$ cat src/rtl/pcpi_issue_ctrl.sv
// pcpi_issue_ctrl -- initiator side of the PCPI coprocessor interface.
//   Accepts an M-extension op on a valid/ready command port, builds the R-type
//   insn word, runs the PCPI handshake with one responder, and returns the result
//   on a valid/ready response port. Ops that no responder claims within
//   WAIT_TIMEOUT cycles, or that stay claimed without a result for MAX_LATENCY
//   cycles, finish with an error response so the PCPI bus never stays stuck.
// Latency: pcpi_valid rises the cycle after command accept; rsp_valid rises the
//   cycle after pcpi_ready (or the timeout) is sampled; all outputs registered.
// Backpressure: cmd_ready is low from accept until the response is taken;
//   rsp_* hold stable while rsp_valid & !rsp_ready.
// Ports:
//   clk, reset (sync, active-high)
//   cmd_valid/cmd_ready, cmd_funct3, cmd_rs1_idx, cmd_rs2_idx, cmd_rd_idx, cmd_rs1, cmd_rs2
//   pcpi_valid, pcpi_insn, pcpi_rs1, pcpi_rs2  (to responder)
//   pcpi_wr, pcpi_rd, pcpi_wait, pcpi_ready    (from responder)
//   rsp_valid/rsp_ready, rsp_data, rsp_wr, rsp_err, rsp_rd_idx, rsp_cycles
// Optional: define PCPI_ISSUE_PERF_EN to add perf_ops, perf_busy, perf_errs.

module pcpi_issue_ctrl #(
   parameter int WAIT_TIMEOUT = 16,
   parameter int MAX_LATENCY  = 1024,
   parameter int LAT_W        = 16
) (
   input  logic             clk,
   input  logic             reset,
   input  logic             cmd_valid,
   output logic             cmd_ready,
   input  logic [2:0]       cmd_funct3,
   input  logic [4:0]       cmd_rs1_idx,
   input  logic [4:0]       cmd_rs2_idx,
   input  logic [4:0]       cmd_rd_idx,
   input  logic [31:0]      cmd_rs1,
   input  logic [31:0]      cmd_rs2,
   output logic             pcpi_valid,
   output logic [31:0]      pcpi_insn,
   output logic [31:0]      pcpi_rs1,
   output logic [31:0]      pcpi_rs2,
   input  logic             pcpi_wr,
   input  logic [31:0]      pcpi_rd,
   input  logic             pcpi_wait,
   input  logic             pcpi_ready,
   output logic             rsp_valid,
   input  logic             rsp_ready,
   output logic [31:0]      rsp_data,
   output logic             rsp_wr,
   output logic             rsp_err,
   output logic [4:0]       rsp_rd_idx,
   output logic [LAT_W-1:0] rsp_cycles
`ifdef PCPI_ISSUE_PERF_EN
   ,
   output logic [31:0]      perf_ops,
   output logic [31:0]      perf_busy,
   output logic [15:0]      perf_errs
`endif
);

   localparam int TMR_MAX = (MAX_LATENCY > WAIT_TIMEOUT) ? MAX_LATENCY : WAIT_TIMEOUT;
   localparam int TMR_W   = $clog2(TMR_MAX + 1);
   localparam logic [TMR_W-1:0] WAIT_T = TMR_W'(WAIT_TIMEOUT);
   localparam logic [TMR_W-1:0] MAX_T  = TMR_W'(MAX_LATENCY);
   localparam logic [31:0] LAT_SAT = (LAT_W >= 32) ? 32'hFFFF_FFFF
                                                   : 32'((64'd1 << LAT_W) - 64'd1);

   typedef enum logic [1:0] {IDLE, ISSUE, RESP} state_t;

   state_t             state, state_nxt;
   logic [TMR_W-1:0]   timer, timer_nxt;
   logic               claimed, claimed_nxt;
   logic               cmd_ready_nxt, pcpi_valid_nxt, rsp_valid_nxt;
   logic [31:0]        pcpi_insn_nxt, pcpi_rs1_nxt, pcpi_rs2_nxt, rsp_data_nxt;
   logic               rsp_wr_nxt, rsp_err_nxt;
   logic [4:0]         rsp_rd_idx_nxt;
   logic [LAT_W-1:0]   rsp_cycles_nxt;
   logic               seen;
   logic [31:0]        timer32;

   always_comb begin
      state_nxt      = state;
      timer_nxt      = timer;
      claimed_nxt    = claimed;
      cmd_ready_nxt  = cmd_ready;
      pcpi_valid_nxt = pcpi_valid;
      pcpi_insn_nxt  = pcpi_insn;
      pcpi_rs1_nxt   = pcpi_rs1;
      pcpi_rs2_nxt   = pcpi_rs2;
      rsp_valid_nxt  = rsp_valid;
      rsp_data_nxt   = rsp_data;
      rsp_wr_nxt     = rsp_wr;
      rsp_err_nxt    = rsp_err;
      rsp_rd_idx_nxt = rsp_rd_idx;
      rsp_cycles_nxt = rsp_cycles;
      // a claim in the current cycle counts as seen for the unclaimed check
      seen           = claimed | pcpi_wait;
      timer32        = 32'(timer);

      case (state)
         IDLE: begin
            cmd_ready_nxt = 1'b1;
            if (cmd_valid && cmd_ready) begin
               pcpi_insn_nxt  = {7'b0000001, cmd_rs2_idx, cmd_rs1_idx, cmd_funct3,
                                 cmd_rd_idx, 7'b0110011};
               pcpi_rs1_nxt   = cmd_rs1;
               pcpi_rs2_nxt   = cmd_rs2;
               rsp_rd_idx_nxt = cmd_rd_idx;
               pcpi_valid_nxt = 1'b1;
               timer_nxt      = TMR_W'(1);
               claimed_nxt    = 1'b0;
               cmd_ready_nxt  = 1'b0;
               state_nxt      = ISSUE;
            end
         end
         ISSUE: begin
            cmd_ready_nxt = 1'b0;
            // pcpi_ready has priority over both timeouts in the same cycle
            if (pcpi_ready || (!seen && timer >= WAIT_T) || timer >= MAX_T) begin
               pcpi_valid_nxt = 1'b0;
               rsp_valid_nxt  = 1'b1;
               rsp_err_nxt    = !pcpi_ready;
               rsp_data_nxt   = pcpi_ready ? pcpi_rd : 32'd0;
               rsp_wr_nxt     = pcpi_ready & pcpi_wr;
               rsp_cycles_nxt = LAT_W'((timer32 > LAT_SAT) ? LAT_SAT : timer32);
               state_nxt      = RESP;
            end else begin
               timer_nxt   = timer + TMR_W'(1);
               claimed_nxt = seen;
            end
         end
         RESP: begin
            cmd_ready_nxt = 1'b0;
            if (rsp_ready) begin
               rsp_valid_nxt = 1'b0;
               cmd_ready_nxt = 1'b1;
               state_nxt     = IDLE;
            end
         end
         default: begin
            state_nxt      = IDLE;
            pcpi_valid_nxt = 1'b0;
            rsp_valid_nxt  = 1'b0;
         end
      endcase
   end

   always_ff @(posedge clk) begin
      if (reset) begin
         state      <= IDLE;
         timer      <= '0;
         claimed    <= 1'b0;
         cmd_ready  <= 1'b0;
         pcpi_valid <= 1'b0;
         pcpi_insn  <= '0;
         pcpi_rs1   <= '0;
         pcpi_rs2   <= '0;
         rsp_valid  <= 1'b0;
         rsp_data   <= '0;
         rsp_wr     <= 1'b0;
         rsp_err    <= 1'b0;
         rsp_rd_idx <= '0;
         rsp_cycles <= '0;
      end else begin
         state      <= state_nxt;
         timer      <= timer_nxt;
         claimed    <= claimed_nxt;
         cmd_ready  <= cmd_ready_nxt;
         pcpi_valid <= pcpi_valid_nxt;
         pcpi_insn  <= pcpi_insn_nxt;
         pcpi_rs1   <= pcpi_rs1_nxt;
         pcpi_rs2   <= pcpi_rs2_nxt;
         rsp_valid  <= rsp_valid_nxt;
         rsp_data   <= rsp_data_nxt;
         rsp_wr     <= rsp_wr_nxt;
         rsp_err    <= rsp_err_nxt;
         rsp_rd_idx <= rsp_rd_idx_nxt;
         rsp_cycles <= rsp_cycles_nxt;
      end
   end

`ifdef PCPI_ISSUE_PERF_EN
   always_ff @(posedge clk) begin
      if (reset) begin
         perf_ops  <= '0;
         perf_busy <= '0;
         perf_errs <= '0;
      end else begin
         if (state != IDLE)
            perf_busy <= perf_busy + 32'd1;
         if (state == RESP && rsp_ready) begin
            perf_ops <= perf_ops + 32'd1;
            if (rsp_err && perf_errs != 16'hFFFF)
               perf_errs <= perf_errs + 16'd1;
         end
      end
   end
`endif

endmodule

$ cat config.mk
export PLATFORM = sky130hd
export DESIGN_NAME = pcpi_issue_ctrl
export DESIGN_NICKNAME = d
export VERILOG_FILES = /design/src/rtl/pcpi_issue_ctrl.sv
export SDC_FILE = /design/constraint.sdc
export NUM_CORES = 1
export LEC_CHECK = 0
export ABC_AREA = 1
export CAP_MARGIN = 10
export CORE_AREA = 2 2 121 170
export CTS_BUF_LIST = sky130_fd_sc_hd__clkbuf_4 sky130_fd_sc_hd__clkbuf_8 sky130_fd_sc_hd__clkbuf_16
export CTS_CLUSTER_SIZE = 20
export DETAILED_ROUTE_END_ITERATION = 8
export DIE_AREA = 0 0 123 172
export REMOVE_ABC_BUFFERS = 1
export SETUP_SLACK_MARGIN = 0.1
export SLEW_MARGIN = 20
export SYNTH_ARGS = -nofsm -noshare
export SYNTH_HDL_FRONTEND = slang
export SYNTH_SLANG_ARGS = --single-unit
$ cat constraint.sdc
create_clock -name clk -period 1.4 [get_ports clk]
set_input_delay 0.14 -clock clk [delete_from_list [all_inputs] [get_ports clk]]
set_output_delay 0.14 -clock clk [all_outputs]
set_load 0.1 [all_outputs]
==> flow_summary.ini <==
[sta]
timing.final.crit_share_pct = 105
grt_setup_unrepaired = yes
final_hold_viol_count = 0
hold-worst-slack_ps = 57.8
final_max_slew_viol_count = 0
final-setup-viol-count = 13
max-slew-margin-rel_pct = 54.9
setup_ws_ps = -70.1
skew_ps = 12.7
fmax_mhz = 680
tightestPinTransition_ps = 676
min_period_ps = 1470

[synthesis]
synthFlopType = sky130_fd_sc_hd__dfxtp_1
post-synth-top-count-cell = sky130_fd_sc_hd__nand2_1
mean_post_synth_cell_area_um2 = 7.71
synth_top_cell_area_share_pct = 50.4
synth_async_sr_flop_share_pct = 0
synthesis.instances = 748
synth_area_um2 = 5760
ys_seq_area_share_pct = 50.4
synth_top_cells_by_area = sky130_fd_sc_hd__dfxtp_1, sky130_fd_sc_hd__nand2_1, sky130_fd_sc_hd__a21oi_1
synth_largest_area_cell = sky130_fd_sc_hd__dfxtp_1
post_synth_most_frequent_cells = sky130_fd_sc_hd__nand2_1, sky130_fd_sc_hd__dfxtp_1, sky130_fd_sc_hd__a21oi_1
yosysWarnings = 0
synth_edf_count = 0
yosys_register_bits = 145
yosys.cell_types.count = 28

[clock_network]
cts_buffers = 17
clock_root_cell = sky130_fd_sc_hd__clkbuf_16
worst_skew_pair_latency_ps = 420
clk_pin_slew_ps = 70
tritoncts = yes
tritoncts_num_sinks = 145
ctsLongestPathBuffers = 2
htree_num_levels = 4

[run]
max_cap_violations = 0

[finish]
finish.net_count = 1181
antennaDiodeCount = 0
nFillCells = 1549
layout.area.seq_um2 = 2910
multiInputGateArea_um2 = 3200
fin_util_pct = 63.1
proportion_of_layout_cells_with_a_drive_suffix_above_1_pct = 40.7
area.growth.synth_to_final_pct = 116

[run_status]
status = finished with violations
violations = setup timing

[grt]
globalRouteTotalUtil_pct = 20.2
antenna_found_initial = 0
first_pass_grt_wire_length_um = 32800
first_global_vias = 5867
grt_start_max_net_pins = 66
grt_overflow_total = 0

[worst_setup_path]
critical_path.cell_chain = inv_2 > ha_4 > buf_6 > buf_12 > nand2_8 > clkbuf_16 > nand2_1 > a21oi_1
worst_ep_required_time_ps = 1740
cp_max_fo = 8
max_stage_delay_ps = 350
setup.worst_path.class = flip-flop to flip-flop
timing.critical_path.arrival_ps = 1810
crit-reg2reg-launch = state[0]
slowest_stage = sky130_fd_sc_hd__dfxtp_2
cp-start-kind = flip-flop
crit_path_from = state[0]
worstSetupEndpointType = flip-flop
reg2reg_depth = 8

[floorplan]
die_width_um = 123
initial_utilization_pct = 29.3
dieArea_um2 = 21200
placementRows = 61
die_h_um = 172
placeableCoreArea_um2 = 19700
io-pin-count = 275

[detailed_routing]
routed_length_per_placed_instance_um = 18.9
firstDrtPassIters = 4
drc = 0
vias = 6389
postRouteAntennaNets = 0
routed_wl_um = 24900
drt_iter0_drc = 358
vias_per_cell = 4.84

[worst_hold_path]
worst_min_delay_path_class = primary input to flip-flop
hold_path_startpoint = reset
hold_path_depth = 2

[power_and_ir_drop]
power_per_cell_area_nw_per_um2 = 1840
leakagePower_nw = 4.65
vdd.ir_drop.worst_v = 0.000777
report.power.total_mw = 22.8

[place]
buffer_ports.inserted = 260
gpl.final_weighted_congestion = 0.823
detailedPlacementHpwl_um = 14400
## final timing paths
path | to | slack, ps
worst max-delay path | pcpi_insn[16] | -70
worst min register to register | claimed | 480
worst min-delay path | timer[2] | 60
worst max register to register | pcpi_insn[16] | -70
## logic make-up after synthesis
group,share of synthesized area [%]
buffers and inverters,9.42
and+or+nand+nor,25.4
other,0.0651
xor gates and xnor gates,0.304
AOI/OAI and AO/OA,13.2
DFF,50.4
adders and majority gates,1.30
## timing repair
action	4_1_cts	5_1_grt
pin swaps	15	43
resized for setup	59	186
buffers inserted	6	15
gates cloned	7	22
endpoints found under the setup margin	144	149
hold buffers	0	0
## metrics by stage
| step | setup slack [ps] | instances | setup TNS, ps | area (um^2) |
|---|---|---|---|---|
| finish | -70.1 | 1319 | -325 | 12400 |
| global placement | -153 | 1237 | -10910 | 10100 |
| detailed placement | -205 | 1237 | -11630 | 10100 |
| global route | -149 | 1319 | -3250 | 12400 |
| CTS | -7.87 | 1282 | -12.8 | 11100 |
| floorplan | -2820 | 686 | -282780 | 5380 |
## layer usage
layer  track usage, %  wire [um]
met5                0          0
met1             23.4       9600
met3             4.22       1080
met4             9.29        862
met2             35.4      13400
## worst max-delay path: cells and delay by family (launching register included)
family                   cells  cell delay [ps]
AND/OR/NAND/NOR              2              200
flip-flops                   1              350
buffers and inverters        4              530
AO/OA/AOI/OAI                1              150
adder cells (fa/ha/maj)      1              160
## power breakdown
part	switching, mW	total (mW)	internal (mW)	leakage, nW
combinational	7.68	13.0	5.31	3.19
clock	1.91	4.51	2.60	0.279
sequential	0.640	5.30	4.66	1.18
## final cells by class
| class | count | area share, % |
|---|---|---|
| repair buffers | 345 | 42.6 |
| multi-input cells | 516 | 25.7 |
| flip-flops and latches | 145 | 23.5 |
| clock buffers | 20 | 3.71 |
| well taps | 252 | 2.54 |
| inverters | 29 | 1.02 |
| clock inverters | 12 | 1.01 |
## placed cells by master, fill, tap and decap left out, types with 2 or more instances in the layout
master	count
sky130_fd_sc_hd__buf_12	152
sky130_fd_sc_hd__dfxtp_1	136
sky130_fd_sc_hd__nand2_1	128
sky130_fd_sc_hd__clkdlybuf4s50_1	119
sky130_fd_sc_hd__nand3_1	91
sky130_fd_sc_hd__a21oi_2	64
sky130_fd_sc_hd__a21oi_1	59
sky130_fd_sc_hd__nor2_1	40
sky130_fd_sc_hd__buf_4	39
sky130_fd_sc_hd__nand2_4	37
sky130_fd_sc_hd__clkbuf_16	35
sky130_fd_sc_hd__inv_1	19
sky130_fd_sc_hd__nand2_2	18
sky130_fd_sc_hd__conb_1	14
sky130_fd_sc_hd__nand3_2	13
sky130_fd_sc_hd__o21ai_0	13
sky130_fd_sc_hd__buf_6	9
sky130_fd_sc_hd__dfxtp_2	9
sky130_fd_sc_hd__nand2_8	7
sky130_fd_sc_hd__buf_16	7
sky130_fd_sc_hd__inv_2	6
sky130_fd_sc_hd__nor2_2	6
sky130_fd_sc_hd__clkinv_4	5
sky130_fd_sc_hd__a22oi_1	4
sky130_fd_sc_hd__nor2_4	3
sky130_fd_sc_hd__o21ai_1	3
sky130_fd_sc_hd__ha_4	3
sky130_fd_sc_hd__clkinvlp_4	3
sky130_fd_sc_hd__inv_6	3
sky130_fd_sc_hd__inv_4	2
sky130_fd_sc_hd__xor2_1	2
sky130_fd_sc_hd__inv_8	2
sky130_fd_sc_hd__ha_1	2
sky130_fd_sc_hd__clkbuf_8	2
## state kept, by name (all words and copies together) (netlist names)
name        cells
pcpi_rs1       32
pcpi_rs2       32
rsp_data       32
pcpi_insn      15
rsp_cycles     11
timer          11
rsp_rd_idx      4
state           2
claimed         1
cmd_ready       1
pcpi_valid      1
rsp_err         1
rsp_valid       1
rsp_wr          1
No activity file was read; power rests on OpenSTA's default activity.
==> variant: new RTL, same flow settings <==
Set the parameter `WAIT_TIMEOUT` to 8 (it was 16).
--- a/src/rtl/pcpi_issue_ctrl.sv
+++ b/src/rtl/pcpi_issue_ctrl.sv
@@ -18,5 +18,5 @@
 
 module pcpi_issue_ctrl #(
-   parameter int WAIT_TIMEOUT = 16,
+   parameter int WAIT_TIMEOUT = 8,
    parameter int MAX_LATENCY  = 1024,
    parameter int LAT_W        = 16
Formal check against the unedited RTL: same outputs for any inputs over 4 cycles, from zero or initial values and one cycle with reset high; that may be too few to reach the edited logic, so the function may still have changed.
==> variant against the original RTL <==
- the run still ends with negative setup slack left
- synthesized area hardly changed
- final area is 1.4% lower
- global-route usage hardly changed
- highest routed layer unchanged
- hold slack better by 58 ps
- first-iteration DRC count is 22% lower
- routed wire length is 8.3% lower
- power is 2.2% lower
- combinational power is 6% lower
- worst setup slack better by 31 ps
- clock power is 8.6% higher
- sequential cell count stayed put
==> variant: results <==
metrics = {
    "place": {
        "dpl_cell_area_mm2": 0.01027,
        "gp_congestion": 0.7782,
        "place_inst": 1257,
        "dpl_worst_slack_ps": -177.0,
    },
    "global_route": {
        "grt_pass1_vias": 5959,
        "grt_max_degree": 47,
        "grt_use_total": 0.2020,
        "met3_usage": 0.04782,
        "met2_usage": 0.3546,
        "met1_usage": 0.2320,
    },
    "synthesis": {
        "synthTopCellsByArea": "dfxtp_1 (50%), nand2_1 (13%), a21oi_1 (12%)",
        "yosys-top-cells-count": "nand2_1 (195), dfxtp_1 (145), a21oi_1 (140)",
        "synth.yosys.seq_area_share": 0.5031,
        "synth_fa_ha_area_frac": 0.01301,
        "synthDistinctLibCells": 25,
        "synth_compound_area_frac": 0.1355,
        "syn_inst": 759,
        "synth_xor_area_frac": 0,
    },
    "clock_tree": {
        "ctsResizeCount": 102,
    },
    "sta": {
        "setup_slack_ps": -38.81,
        "setup_viol": 34,
    },
    "drt": {
        "wl_met2_um": 12380,
        "post_drt_wl_per_cell_um": 17.34,
        "vias_per_cell": 4.790,
        "met1_length_um": 8644,
        "drt_pass1_iterations": 6,
        "totalWireLength_um": 22820,
    },
    "power": {
        "irDropWorstVdd_uv": 1007,
        "p_clk_frac": 0.220,
        "p_comb_mw": 12.2,
        "internal-power_mw": 12.73,
        "p_leak_nw": 4.508,
    },
    "run_status": {
        "status": "finished with violations",
        "violations": "negative setup slack",
    },
    "setup_path": {
        "cp-startpoint": "timer[7]",
        "path_max_fanout": 6,
    },
    "final_layout": {
        "drive_gt1_frac": 0.3919,
    },
}
==> variant: cell count changes after synthesis, moves of 2 or more <==
| cell | change |
|---|---|
| a21oi_1 | +18 |
| buf_6 | -5 |
| nor2_2 | -2 |
| nand3_1 | +6 |
| nand4_1 | +5 |
| o21ai_0 | -12 |
| xor2_1 | -2 |
| nor2_1 | -17 |
| buf_4 | +4 |
| buf_2 | -4 |
| nand2_1 | +12 |
| clkbuf_1 | +9 |
==> variant: path summary, 6_finish.rpt <==
path	endpoint	slack (ps)	depth (start not counted)
worst max-delay path	timer[9]	-40	9
worst min-delay path	rsp_cycles[4]	120	2
worst max register to register	timer[9]	-40	9
worst min register to register	claimed	490	2
==> variant: final cells by class <==
cell class,count,area (um^2)
Timing Repair Buffer,340,5100
Clock inverter,12,177.7
Fill cell,1566,7446
Inverter,29,121.4
Tap cell,252,315.3
Clock buffer,19,452.9
Sequential cell,145,2914
Multi-Input combinational cell,519,3164
